<file path="config.mk">
export PLATFORM = sky130hd
export DESIGN_NAME = bomberman_draw_control
export DESIGN_NICKNAME = d
export VERILOG_FILES = /design/src/rtl/bomberman_pkg.sv /design/src/rtl/frame_tick_gen.sv /design/src/rtl/bomberman_draw_control.sv
export SDC_FILE = /design/constraint.sdc
export NUM_CORES = 1
export LEC_CHECK = 0
export CORE_ASPECT_RATIO = 1.75
export CORE_MARGIN = 2
export CORE_UTILIZATION = 55
export DETAILED_ROUTE_END_ITERATION = 8
export PLACE_DENSITY = 0.76
export SYNTH_ARGS = -nofsm -noshare
export SYNTH_HDL_FRONTEND = slang
export SYNTH_SLANG_ARGS = --single-unit
</file>
<file path="constraint.sdc">
create_clock -name clock -period 2.6 [get_ports clock]
set_clock_uncertainty 0.15 [all_clocks]
set_input_delay 0.52 -clock clock [delete_from_list [all_inputs] [get_ports clock]]
set_output_delay 0.52 -clock clock [all_outputs]
set_load 0.02 [all_outputs]
</file>
<file path="src/rtl/bomberman_pkg.sv">
// Shared types and constants for the bomberman draw controller.
package bomberman_pkg;

  // Sprite source selects driven on memory_select.
  localparam logic [1:0] MEM_STAGE = 2'd0;
  localparam logic [1:0] MEM_TILE  = 2'd1;
  localparam logic [1:0] MEM_P1    = 2'd2;
  localparam logic [1:0] MEM_P2    = 2'd3;

  // Tiles per side of the square play field.
  localparam int unsigned GRID_N = 11;

  typedef enum logic [3:0] {
    StInit,
    StStageGo,
    StStageWait,
    StTSetup,
    StTGo,
    StTWait,
    StTNext,
    StTCheck,
    StP1Setup,
    StP1Go,
    StP1Wait,
    StP2Setup,
    StP2Go,
    StP2Wait,
    StFrameWait,
    StRefresh
  } draw_state_e;

  // Per-state control outputs, registered as a group in the top.
  typedef struct packed {
    logic [1:0] memory_select;
    logic       copy_enable;
    logic       tc_enable;
    logic       draw_stage;
    logic       draw_t;
    logic       draw_p1;
    logic       draw_p2;
    logic       player_reset;
    logic       stage_reset;
    logic       refresh;
  } draw_out_t;

  function automatic logic is_go_state(draw_state_e st);
    return st inside {StStageGo, StTGo, StP1Go, StP2Go};
  endfunction

  function automatic logic is_wait_state(draw_state_e st);
    return st inside {StStageWait, StTWait, StP1Wait, StP2Wait};
  endfunction

  // Output decode for a state; selects hold through setup, go and wait so the
  // datapath base coordinates stay stable for the whole copy.
  function automatic draw_out_t decode_outputs(draw_state_e st);
    draw_out_t o;
    o = '0;
    unique case (st)
      StInit: begin
        o.player_reset = 1'b1;
        o.stage_reset  = 1'b1;
      end
      StStageGo: begin
        o.draw_stage    = 1'b1;
        o.memory_select = MEM_STAGE;
        o.copy_enable   = 1'b1;
      end
      StStageWait: begin
        o.draw_stage    = 1'b1;
        o.memory_select = MEM_STAGE;
      end
      StTSetup, StTWait: begin
        o.draw_t        = 1'b1;
        o.memory_select = MEM_TILE;
      end
      StTGo: begin
        o.draw_t        = 1'b1;
        o.memory_select = MEM_TILE;
        o.copy_enable   = 1'b1;
      end
      StTNext: o.tc_enable = 1'b1;
      StTCheck: ;
      StP1Setup, StP1Wait: begin
        o.draw_p1       = 1'b1;
        o.memory_select = MEM_P1;
      end
      StP1Go: begin
        o.draw_p1       = 1'b1;
        o.memory_select = MEM_P1;
        o.copy_enable   = 1'b1;
      end
      StP2Setup, StP2Wait: begin
        o.draw_p2       = 1'b1;
        o.memory_select = MEM_P2;
      end
      StP2Go: begin
        o.draw_p2       = 1'b1;
        o.memory_select = MEM_P2;
        o.copy_enable   = 1'b1;
      end
      StFrameWait: ;
      StRefresh: o.refresh = 1'b1;
      default: ;
    endcase
    return o;
  endfunction

endpackage

</file>
<file path="src/rtl/frame_tick_gen.sv">
// Free-running frame divider: one-cycle tick every FRAME_DIV clocks.
module frame_tick_gen #(
  parameter int unsigned FRAME_DIV = 833333
) (
  input  logic clock,
  input  logic reset,
  output logic tick
);

  localparam int unsigned CW = (FRAME_DIV > 1) ? $clog2(FRAME_DIV) : 1;
  localparam logic [CW-1:0] LAST = CW'(FRAME_DIV - 1);

  logic [CW-1:0] count_q;

  // Count 0..FRAME_DIV-1 and wrap.
  always_ff @(posedge clock) begin
    if (reset) begin
      count_q <= '0;
    end else if (count_q == LAST) begin
      count_q <= '0;
    end else begin
      count_q <= count_q + CW'(1);
    end
  end

  assign tick = (count_q == LAST);

endmodule

</file>
<file path="src/rtl/bomberman_draw_control.sv">
// Draw sequencer: stage once after reset, then 121 tiles, P1 and P2 every frame.
module bomberman_draw_control
  import bomberman_pkg::*;
#(
  parameter int unsigned FRAME_DIV  = 833333,
  parameter int unsigned WAIT_LIMIT = 65535
) (
  input  logic       clock,
  input  logic       reset,
  input  logic       finished,
  input  logic       all_tiles_drawn,
  output logic [1:0] memory_select,
  output logic       copy_enable,
  output logic       tc_enable,
  output logic       draw_stage,
  output logic       draw_t,
  output logic       draw_p1,
  output logic       draw_p2,
  output logic       player_reset,
  output logic       stage_reset,
  output logic       refresh,
  output logic       frame_overrun,
  output logic       timeout_err
);

  localparam int unsigned WW = $clog2(WAIT_LIMIT + 1);
  localparam logic [WW-1:0] WAIT_MAX = WW'(WAIT_LIMIT);

  draw_state_e   state_q, state_d;
  draw_out_t     out_q;
  logic [WW-1:0] wait_cnt_q, wait_cnt_d;
  logic          tick_pending_q;
  logic          frame_tick;
  logic          wait_expired;
  logic          job_done;

  frame_tick_gen #(
    .FRAME_DIV (FRAME_DIV)
  ) u_frame_tick_gen (
    .clock (clock),
    .reset (reset),
    .tick  (frame_tick)
  );

  // Next-state logic; a wait that runs out behaves exactly like a finish.
  always_comb begin
    wait_expired = (wait_cnt_q == WAIT_MAX);
    job_done     = finished || wait_expired;
    state_d      = state_q;
    unique case (state_q)
      StInit:      state_d = StStageGo;
      StStageGo:   state_d = StStageWait;
      StStageWait: if (job_done) state_d = StTSetup;
      StTSetup:    state_d = StTGo;
      StTGo:       state_d = StTWait;
      StTWait:     if (job_done) state_d = StTNext;
      StTNext:     state_d = StTCheck;
      // Tile counters have already advanced here; all zero means they wrapped.
      StTCheck:    state_d = all_tiles_drawn ? StP1Setup : StTSetup;
      StP1Setup:   state_d = StP1Go;
      StP1Go:      state_d = StP1Wait;
      StP1Wait:    if (job_done) state_d = StP2Setup;
      StP2Setup:   state_d = StP2Go;
      StP2Go:      state_d = StP2Wait;
      StP2Wait:    if (job_done) state_d = StFrameWait;
      StFrameWait: if (tick_pending_q) state_d = StRefresh;
      StRefresh:   state_d = StTSetup;
      default:     state_d = StInit;
    endcase
  end

  // Wait counter: zero in each GO cycle, counts through GO and WAIT, saturates.
  always_comb begin
    wait_cnt_d = wait_cnt_q;
    if (is_go_state(state_d)) begin
      wait_cnt_d = '0;
    end else if ((is_go_state(state_q) || is_wait_state(state_q)) && !wait_expired) begin
      wait_cnt_d = wait_cnt_q + WW'(1);
    end
  end

  // FSM state register with outputs decoded from the next state.
  always_ff @(posedge clock) begin
    if (reset) begin
      state_q <= StInit;
      out_q   <= decode_outputs(StInit);
    end else begin
      state_q <= state_d;
      out_q   <= decode_outputs(state_d);
    end
  end

  // Wait counter, pending frame tick and sticky error flags.
  always_ff @(posedge clock) begin
    if (reset) begin
      wait_cnt_q     <= '0;
      tick_pending_q <= 1'b0;
      frame_overrun  <= 1'b0;
      timeout_err    <= 1'b0;
    end else begin
      wait_cnt_q <= wait_cnt_d;
      // A new tick wins over the REFRESH clear so no frame is lost.
      if (frame_tick) begin
        tick_pending_q <= 1'b1;
      end else if (state_q == StRefresh) begin
        tick_pending_q <= 1'b0;
      end
      if (frame_tick && tick_pending_q) frame_overrun <= 1'b1;
      if (is_wait_state(state_q) && wait_expired && !finished) timeout_err <= 1'b1;
    end
  end

  assign memory_select = out_q.memory_select;
  assign copy_enable   = out_q.copy_enable;
  assign tc_enable     = out_q.tc_enable;
  assign draw_stage    = out_q.draw_stage;
  assign draw_t        = out_q.draw_t;
  assign draw_p1       = out_q.draw_p1;
  assign draw_p2       = out_q.draw_p2;
  assign player_reset  = out_q.player_reset;
  assign stage_reset   = out_q.stage_reset;
  assign refresh       = out_q.refresh;

endmodule

</file>
Word-level counts from Yosys, hierarchy flattened:

Cells that the tools add are included.

* add/subtract/negate cells: 2
* equal/unequal tests: 30
* muxes and demuxes: 18
* reductions and logical operators: 21

Operators with widths (number)
* 4-bit case mux with 16 select lines: 1
* 4-bit == test, second input constant: 15
* 4-bit by 3-bit == test with 1-bit output, second input constant: 7
* 4-bit two-way mux: 6
* 20-bit by 1-bit adder with 20-bit output, second input constant: 1
* 20-bit == test, second input constant: 1
* 16-bit by 1-bit adder with 16-bit output, second input constant: 1
* 16-bit == test, second input constant: 1
* 4-bit by 2-bit == test with 1-bit output, second input constant: 4
* 4-bit nonzero test: 3
* 1-bit two-way mux: 9
* 3-bit OR reduction: 3
* 4-bit by 1-bit == test with 1-bit output, second input constant: 2
* 4-bit zero test: 2
* 2-bit case mux with 3 select lines: 1
* 2-bit OR reduction: 3
* 1-bit logical AND: 4
* 4-bit OR reduction: 1
* 1-bit zero test: 2
* 1-bit logical OR: 2
* 2-bit two-way mux: 1
* 2-bit nonzero test: 1

* bits in registers: 54
* input port bits: 4
* word-level logic and storage cells: 87

Longest topological paths before layout:

Gate-level depths: netlist of run 1.

* depth in word-level cells: 7
* mapped depth: 7

Hierarchy:

From an unflattened synthesis of run 1, not the netlist that was laid out.

* cell total of the unflattened synthesis: 278
* area total of the unflattened synthesis: 2431.1 µm²

Modules (own cells, without submodules)
* bomberman_draw_control: instances 1, cells each 170, area each 1466.4 µm², seq. area each 660.6 µm²
* frame_tick_gen: instances 1, cells each 108, area each 964.7 µm², seq. area each 400.4 µm²

Worst setup path before layout of run 1:

Ideal clock, no wire load.

* path type: register to register
* start point: register wait_cnt_q[0]
* end point: register state_q[0]
* data arrival time: 1.738 ns
* data required time: 2.322 ns
* slack: 0.584 ns
* cell stages (with the launch flop): 7
* path buffers: 0
* path through: dfxtp_1 > ha_1 > nand4_1 > nor4_4 > nor3_1 > or4_4 > nor2b_1

* longest elaborated chain between the ends: 4
* elaborated cells on any way between the ends: 7
* classes of those cells: eq/ne (1); mux (5); reduce/logical (1)

Ends and longest elaborated chain
* from (decl): RTL line bomberman_draw_control.sv:31 `logic [WW-1:0] wait_cnt_q, wait_cnt_d;`
* from (signal assigned): RTL line bomberman_draw_control.sv:101 `wait_cnt_q <= wait_cnt_d;`
* 16-bit == test (*): RTL line bomberman_draw_control.sv:47 `wait_expired = (wait_cnt_q == WAIT_MAX);`
* 1-bit logical OR (*): RTL line bomberman_draw_control.sv:48 `job_done = finished || wait_expired;`
* 4-bit two-way mux (on tied branches)
* 4-bit case mux with 16 select lines (*): RTL line bomberman_draw_control.sv:50 `unique case (state_q)`
* to (signal assigned): RTL line bomberman_draw_control.sv:85 `state_q <= StInit;`
* to (signal assigned): RTL line bomberman_draw_control.sv:88 `state_q <= state_d;`
* to (decl): RTL line bomberman_draw_control.sv:29 `draw_state_e state_q, state_d;`

Every way passes the cells marked *; elsewhere a longest branch is shown, timed or not.
A chain may end at the register's enable or synchronous reset.

Final worst setup path of run 1:

* start point: register wait_cnt_q[0]
* end point: register out_q, in the netlist refresh

* longest elaborated chain between the ends: 6
* elaborated cells on any way between the ends: 9
* classes of those cells: eq/ne (2); mux (6); reduce/logical (1)

Ends and longest elaborated chain
* 16-bit == test (*): RTL line bomberman_draw_control.sv:47
* 1-bit logical OR (*): RTL line bomberman_draw_control.sv:48
* 4-bit two-way mux (on tied branches)
* 4-bit case mux with 16 select lines (*): RTL line bomberman_draw_control.sv:50
* 4-bit == test (*): RTL line bomberman_pkg.sv:59 `unique case (st)`
* 1-bit two-way mux (*): RTL line bomberman_pkg.sv:59
* to (signal assigned): RTL line bomberman_draw_control.sv:86 `out_q <= decode_outputs(StInit);`
* to (signal assigned): RTL line bomberman_draw_control.sv:89 `out_q <= decode_outputs(state_d);`
* to (decl): RTL line bomberman_draw_control.sv:30 `draw_out_t out_q;`

Marks and branches as above.

==> impl_metrics.toml, run 1 <==
[finish]
final_util = 0.635
nFillCells = 371
design_area_mm2 = 0.00275
nNetsFinal = 306
diodes = 0
drive_gt1_frac = 0.0733
area.growth.synth_to_final_pct = 13.0

[sta]
finalSetupTns_ns = 0
max_freq_mhz = 470
rsz0062_at_grt = "false"
tightestPinTransition_ns = 0.540
drv_slew = 0
finalHoldViolCount = 0
min_period_ns = 2.13
fin_ws_ns = 0.474
period_share = 0.818
slew_headroom = 0.638
setup_viol = 0

[place]
gp_routability_congestion = 0.918
dp_hpwl_mm = 3.29
port_buffers = 16
dp_worst_setup_slack_ns = 0.372
dpl_cell_area_mm2 = 0.00263

[clock_network]
numCtsBuffers = 5
cts_root_buffer = "clkbuf_8"
insertion_delay_ns = 0.30
cts_setup_buffers = 0
clk_pin_slew_worst_paths_ns = 0.09
postCtsHoldBufs = 0
cts_sinks = 53
cts_tree = "yes"
htree_num_levels = 2
ctsResizeCount = 0
cts_max_path_buffers = 2

[power_and_ir_drop]
p_seq_frac = 0.520
ir_drop_mv = 0.627
power.density_mw_per_mm2 = 599
switchingPower_uw = 407
p_leak_nw = 0.955
p_comb_frac = 0.134
switching_share = 0.247
finalPower_mw = 1.64
power.internal_mw = 1.24
clkPwrFrac = 0.345

[synth]
ys_seq_elements = 53
synthFlopType = "dfxtp_1"
syn-num-nets = 294
synth.cell_area_mm2 = 0.00243
yosysUniqueCellTypes = 45
yosysSeqAreaShare = 0.437
synth_cells = 287
synth_edf_count = 0
netlist.area_leader.share = 0.437
synth_async_sr_flop_share = 0
yosysWarnings = 0
synth_area_leader_cell = "dfxtp_1"
syn_avg_cell_area_um2 = 8.47
synth_area_leaders = "dfxtp_1 (44%), nor2_1 (8.3%), xnor2_1 (7.2%)"

[route]
vias_per_cell = 5.57
wl_mm = 4.63
drt_pass1_iterations = 5
detail-route-antenna-nets = 0
drcViolationCount = 0
routedWlPerCell_um = 13.2
drt-initial-drc-count = 37
vias = 1956

[floorplan]
die_w_um = 54.2
rows = 32
die_h_um = 91.9
initial_core_util = 0.562
die_area_mm2 = 0.00499
core-area_mm2 = 0.00432
io_pins = 17

[setup_path]
crit_arrival_ns = 2.23
path_max_fanout = 9
required_ns = 2.70
critical_path_class = "register to register"
setup.worst_path.start_class = "register"
end_kind = "register"

[grt]
grt_usage = 0.207
grt_pass1_vias = 1894
antenna_found_initial = 0
grt_pass1_wl_mm = 7.90
grt_max_degree = 21
overflow = 0

[outcome]
status = "finished, final reports clean"

[min_path]
hp-class = "register to register"

[job]
drv_cap = 0
-- final timing paths --
path,startpoint,endpoint,slack (ns),cells past startpoint
worst max-delay path,wait_cnt_q[0],refresh,0.47,5
worst min-delay path,timeout_err,timeout_err,0.34,2
worst max register to register,wait_cnt_q[0],refresh,0.47,5
worst min register to register,timeout_err,timeout_err,0.34,2
-- power by group through the flow --
stage / clock, mW / sequential, mW / combinational, mW
2_1_floorplan: 0 / 0.882 / 0.146
3_3_place_gp: 0 / 0.874 / 0.214
3_5_place_dp: 0 / 0.875 / 0.219
4_1_cts: 0.583 / 0.856 / 0.221
5_1_grt: 0.610 / 0.860 / 0.241
6_report: 0.568 / 0.856 / 0.221
-- cell usage after synthesis (all sizes together), types with 8 or more instances --
master  instances
nor2           54
dfxtp          53
nand3          20
xnor2          20
xor2           15
nand2          14
nand4          12
nor3           11
clkbuf         10
a21oi           9
buf             8
inv             8
-- cell families after synthesis --
| family | synth area share |
|---|---|
| compound gates | 0.0664 |
| xor+xnor | 0.126 |
| fa+ha+maj | 0.0154 |
| buf+inv | 0.0438 |
| flops | 0.437 |
| simple gates | 0.312 |
-- critical path, cell delays in order (launching register included) --
cell     delay (ns)
dfxtp_1        0.42
ha_1           0.22
nand4_1        0.17
or4_1          0.62
o21ai_1        0.28
and4_1         0.22
-- cell usage in the layout, fill, tap and decap left out, drive strengths merged, types with 4 or more instances in the layout --
master,n
buf,7
clkbuf,7
nor3,11
dfxtp,53
xnor2,20
nand4,12
xor2,15
nand2,14
nand3,20
inv,8
clkdlybuf4s50,16
a21oi,9
o21ai,5
and3,4
nor4,5
nor2,54
-- through the flow --
stage	std cells	hold WS, ns
global placement	343	0.304
global route	351	0.358
CTS	351	0.334
floorplan	287	0.287
finish	351	0.337
detailed placement	343	0.310
-- per-layer routing --
layer | global-route usage | share of wire | vias up
met5 | 0 | 0 | -
met4 | 0.0979 | 0.025 | 0
met3 | 0.0391 | 0.027 | 12
met2 | 0.363 | 0.54 | 33
met1 | 0.223 | 0.40 | 914
li1 | - | - | 997
-- flip-flops by register name, summed over array words and instances (netlist names) --
| signal | flops |
|---|---|
| timeout_err | 1 |
| u_frame_tick_gen.count_q | 20 |
| wait_cnt_q | 16 |
| tc_enable | 1 |
| draw_p2 | 1 |
| player_reset | 1 |
| frame_overrun | 1 |
| memory_select | 2 |
| tick_pending_q | 1 |
| draw_stage | 1 |
| draw_p1 | 1 |
| draw_t | 1 |
| state_q | 4 |
| copy_enable | 1 |
| refresh | 1 |
-- layout make-up --
| cell class | count | area (um2) | share of cell area |
|---|---|---|---|
| clock buffers | 7 | 86.3 | 0.0314 |
| clock inverters | 1 | 30.0 | 0.0109 |
| inverters | 8 | 30.0 | 0.0109 |
| multi-input cells | 208 | 1260 | 0.460 |
| flip-flops and latches | 53 | 1060 | 0.386 |
| well taps | 51 | 63.8 | 0.0232 |
| repair buffers | 23 | 213 | 0.0774 |
(Power assumes the default switching activity.)
==> run 2: changes to the inputs <==
==> constraint.sdc (replaced) <==
create_clock -name clock -period 2 [get_ports clock]
set_clock_uncertainty 0.15 [all_clocks]
set_input_delay 0.4 -clock clock [delete_from_list [all_inputs] [get_ports clock]]
set_output_delay 0.4 -clock clock [all_outputs]
set_load 0.02 [all_outputs]
==> run 2 against run 1 <==
Compared with the run above: design area rose by 9.4%; setup slack got worse by 0.41 ns; hold slack got worse by 0.0076 ns; sequential share of layout area fell by 2.8 points; combinational power rose by 53%; largest cell class unchanged; highest routed layer unchanged; non-clock buffer count rose by 25; critical path depth rose by 2; sequential power rose by 30%; clock-buffer cell count fell by 2.
==> impl_metrics.toml, run 2 (synthesis results as in run 1) <==
[outcome]
status = "finished, final reports clean"

[clock_network]
cts_max_path_buffers = 2
cts_tree = "yes"
numCtsBuffers = 5
insertion_delay_ns = 0.31
htree_num_levels = 2
cts_root_buffer = "clkbuf_8"
clk_pin_slew_worst_paths_ns = 0.09
cts_sinks = 53

[floorplan]
core-area_mm2 = 0.00432
io_pins = 17
die_w_um = 54.2
die_area_mm2 = 0.00499
die_h_um = 91.9
rows = 32
initial_core_util = 0.562

[sta]
setup_viol = 0
min_period_ns = 1.93
drv_slew = 0
period_share = 0.966
fin_hold_ws_ns = 0.329
rsz0062_at_grt = "true"
tightestPinTransition_ns = 0.389
fin_ws_ns = 0.0689
finalHoldViolCount = 0
max_freq_mhz = 518
slew_headroom = 0.738

[finish]
top_regs = "u_frame_tick_gen.count_q: 20 flops, wait_cnt_q: 16 flops, state_q: 4 flops"
final_common_cell = "nor2_1"
final_cell_mix = "nor2_1 (54), dfxtp_1 (41), buf_4 (31), nand3_1 (20), xnor2_1 (20)"
diodes = 0
nNetsFinal = 331
area.growth.synth_to_final_pct = 23.7
drive_gt1_frac = 0.200
largest_register = "u_frame_tick_gen.count_q"
largest_reg_flops = 20
design_area_mm2 = 0.00301

[route]
drcViolationCount = 0
wl_mm = 4.96
vias_per_cell = 5.47
vias = 2055
routedWlPerCell_um = 13.2
drt_pass1_iterations = 4
drt-initial-drc-count = 29
detail-route-antenna-nets = 0

[grt]
grt_usage = 0.218
grt_max_degree = 21
overflow = 0
grt_pass1_wl_mm = 8.16
antenna_found_initial = 0
grt_pass1_vias = 1930

[place]
gp_routability_congestion = 0.874
dpl_cell_area_mm2 = 0.00284
dp_hpwl_mm = 3.58
port_buffers = 16
dp_worst_setup_slack_ns = -0.0346

[setup_path]
path_max_fanout = 4
required_ns = 2.06
crit_chain = "ha_4, nand4_1, nor4_4, buf_4, o21a_1, or4_4, nor2b_1"
setup.worst_path.start_class = "register"
r2r_slack_ns = 0.07
end_kind = "register"
r2r_cells = 7
crit_arrival_ns = 1.99
r2r_end = "state_q[0]"
cpPeakStageDelay_ns = 0.53
cp_top_family = "simple AND/OR/NAND/NOR gates"
critPathBufInv = 1
critical_path_class = "register to register"
rr_startpoint = "wait_cnt_q[1]"
cpMaxStageDelayCell = "or4_4"

[job]
drv_cap = 0

[power_and_ir_drop]
power.internal_mw = 1.61
finalPower_mw = 2.18
power.density_mw_per_mm2 = 725
p_leak_nw = 1.10
switching_share = 0.259
p_seq_frac = 0.508
ir_drop_mv = 0.593
switchingPower_uw = 565
clkPwrFrac = 0.337
p_comb_frac = 0.155

[min_path]
holdPathStages = 2
holdPathEnd = "timeout_err"
hp-class = "register to register"
hp-start = "timeout_err"
[run 2: cell type report]
type | count | area [um2]
Multi-Input combinational cell | 208 | 1310
Clock buffer | 5 | 68.8
Tap cell | 51 | 63.8
Fill cell | 355 | 1320
Clock inverter | 3 | 46.3
Inverter | 8 | 30.0
Sequential cell | 53 | 1080
Timing Repair Buffer | 48 | 413
[run 2: power groups by stage]
stage                     Combinational (mW)  Sequential [mW]  Clock (mW)
after CTS                              0.336             1.11       0.754
after global routing                   0.370             1.11       0.786
after floorplan                        0.192             1.15           0
after detailed placement               0.335             1.13           0
final                                  0.338             1.11       0.734
after global placement                 0.332             1.13           0
[run 2: through the flow]
| step | std cells | TNS, ns | util |
|---|---|---|---|
| after floorplan | 287 | 0 | - |
| after CTS | 375 | 0 | 0.684 |
| final | 376 | 0 | 0.695 |
| after global placement | 367 | -0.0250 | 0.657 |
| after global routing | 376 | -0.0195 | 0.695 |
| after detailed placement | 367 | -0.0346 | 0.657 |
[run 2: routing by layer]
metal / GRT usage / vias to the layer above / routed length (um)
met5: 0 / - / 0
met4: 0.102 / 0 / 104
met3: 0.0342 / 10 / 126
met2: 0.398 / 30 / 2760
met1: 0.223 / 965 / 1970
li1: - / 1050 / -
[run 2: how the worst max path moves through the flow]
stage | slack, ns | end | start | cells past startpoint
5_1_grt | -0.02 | state_q[0] | wait_cnt_q[1] | 6
4_1_cts | 0.02 | state_q[0] | wait_cnt_q[7] | 5
3_5_place_dp | -0.03 | state_q[0] | finished | 4
3_3_place_gp | -0.02 | state_q[0] | finished | 4
6_report | 0.07 | state_q[0] | wait_cnt_q[1] | 7
2_1_floorplan | 0.02 | state_q[0] | wait_cnt_q[0] | 6
[run 2: tightest hold or removal path, stage by stage (launching register included)]
cell and delay (ns):
dfxtp_1 0.34, a21oi_1 0.04, nor2_1 0.07
[run 2: timing repair]
item / CTS / global route
endpoints found under the setup margin: 1 / 31
hold buffers: 0 / 0
pin swaps: 1 / 1
buffers inserted: 0 / 1
gates cloned: 0 / 0
gates resized for setup: 0 / 16
==> run 3: changes to the inputs <==
--- a/config.mk
+++ b/config.mk
@@ -9,6 +9,7 @@
 export CORE_MARGIN = 2
 export CORE_UTILIZATION = 55
 export DETAILED_ROUTE_END_ITERATION = 8
+export GPL_TIMING_DRIVEN = 0
 export PLACE_DENSITY = 0.76
 export SYNTH_ARGS = -nofsm -noshare
 export SYNTH_HDL_FRONTEND = slang
==> run 3 against run 2 <==
Compared with the run above: routed wire length shrank 0.10%; highest routed layer unchanged; critical path depth shrank 2; the run now ends with negative setup slack left; register-to-register slack lost 0.08 ns; non-clock buffer count shrank 11; sequential share of layout area grew 1.5 points; combinational power shrank 8.3%.
==> impl_metrics.toml, run 3 (synthesis results as in run 1) <==
[place]
port_buffers = 14
gp_routability_congestion = 0.917
dp_hpwl_mm = 3.37
place_inst = 352

[sta]
max_freq_mhz = 498
setup_viol = 1
slew_headroom = 0.712
finalHoldViolCount = 0
period_share = 1.00
finalSetupTns_ns = -0.00977
drv_slew = 0
tightestPinTransition_ns = 0.432
min_period_ns = 2.01
fin_ws_ns = -0.00977
rsz0062_at_grt = "true"

[outcome]
status = "finished, violations left"
violations = "negative setup slack"

[finish]
nNetsFinal = 320
largest_reg_flops = 20
regArea_mm2 = 0.00108
area.growth.synth_to_final_pct = 19.8
final_cells = 365
nFillCells = 356
largest_register = "u_frame_tick_gen.count_q"
final_cell_mix = "nor2_1 (54), dfxtp_1 (42), nand3_1 (20), xnor2_1 (20), xor2_1 (15)"
diodes = 0
top_regs = "u_frame_tick_gen.count_q: 20 flops, wait_cnt_q: 16 flops, state_q: 4 flops"
multi_input_area_mm2 = 0.00135
drive_gt1_frac = 0.169
final_common_cell = "nor2_1"

[floorplan]
initial_core_util = 0.562
io_pins = 17
die_w_um = 54.2
core-area_mm2 = 0.00432
die_h_um = 91.9
rows = 32
die_area_mm2 = 0.00499

[job]
drv_cap = 0

[grt]
grt_pass1_vias = 2016
overflow = 0
antenna_found_initial = 0
grt_max_degree = 18
grt_pass1_wl_mm = 8.58
grt_usage = 0.227

[setup_path]
end_kind = "register"
path_max_fanout = 4
crit_arrival_ns = 2.06
critical_path_class = "register to register"
setup.worst_path.start_class = "register"
required_ns = 2.05

[route]
vias = 2061
routedWlPerCell_um = 13.6
drt-initial-drc-count = 43
detail-route-antenna-nets = 0
vias_per_cell = 5.65
wl_mm = 4.96
drt_pass1_iterations = 4
drcViolationCount = 0

[power_and_ir_drop]
ir_drop_mv = 0.623
p_leak_nw = 1.02
power.density_mw_per_mm2 = 742

[clock_network]
numCtsBuffers = 5
insertion_delay_ns = 0.31
cts_sinks = 53
cts_max_path_buffers = 2
postCtsHoldBufs = 0
cts_root_buffer = "clkbuf_8"
clk_pin_slew_worst_paths_ns = 0.10
htree_num_levels = 2
cts_tree = "yes"

[min_path]
hp-class = "input port to register"
run 3: final timing paths:
kind	from	end	slack, ns	depth (start not counted)
worst max register to register	wait_cnt_q[9]	state_q[0]	-0.01	5
worst max-delay path	wait_cnt_q[9]	state_q[0]	-0.01	5
worst min register to register	u_frame_tick_gen.count_q[0]	u_frame_tick_gen.count_q[0]	0.33	1
worst min-delay path	reset	player_reset	0.32	2
run 3: report_power, final:
group          switching, mW  internal [mW]
sequential            0.0261           1.09
combinational          0.186          0.124
clock                  0.362          0.375
run 3: final cells by class:
| type | count | share of cell area |
|---|---|---|
| Timing Repair Buffer | 21 | 0.0662 |
| Sequential cell | 53 | 0.373 |
| Tap cell | 51 | 0.0219 |
| Buffer | 16 | 0.0271 |
| Clock inverter | 3 | 0.0159 |
| Inverter | 8 | 0.0103 |
| Clock buffer | 5 | 0.0236 |
| Multi-Input combinational cell | 208 | 0.462 |
run 3: metal layers:
layer | vias up | part of all wire | GRT usage
met5 | - | 0 | 0
met3 | 8 | 0.033 | 0.0391
li1 | 1026 | - | -
met1 | 985 | 0.40 | 0.249
met4 | 0 | 0.020 | 0.0979
met2 | 42 | 0.55 | 0.403
run 3: per-stage QoR:
step / total power, mW / instance area (um2) / hold slack (ns) / worst slack, ns / util
final: 2.16 / 2910 / 0.324 / -0.00977 / 0.673
after floorplan: 1.34 / 2450 / 0.287 / 0.0213 / -
after detailed placement: 1.42 / 2650 / 0.313 / -0.325 / 0.614
after global routing: 2.25 / 2910 / 0.342 / -0.103 / 0.673
after CTS: 2.17 / 2910 / 0.326 / -0.000621 / 0.672
after global placement: 1.42 / 2650 / 0.303 / -0.308 / 0.614
run 3: critical path, stage by stage, from the launching register on:
cell	delay (ns)
dfxtp_2	0.35
nand4_1	0.19
nor4_4	0.46
nor3_2	0.08
or4_4	0.53
nor2b_1	0.14
run 3: repair_timing:
item | in CTS | in global routing
buffers inserted | 7 | 0
resized for setup | 28 | 5
pin swaps | 3 | 4
setup endpoints to repair | 44 | 43
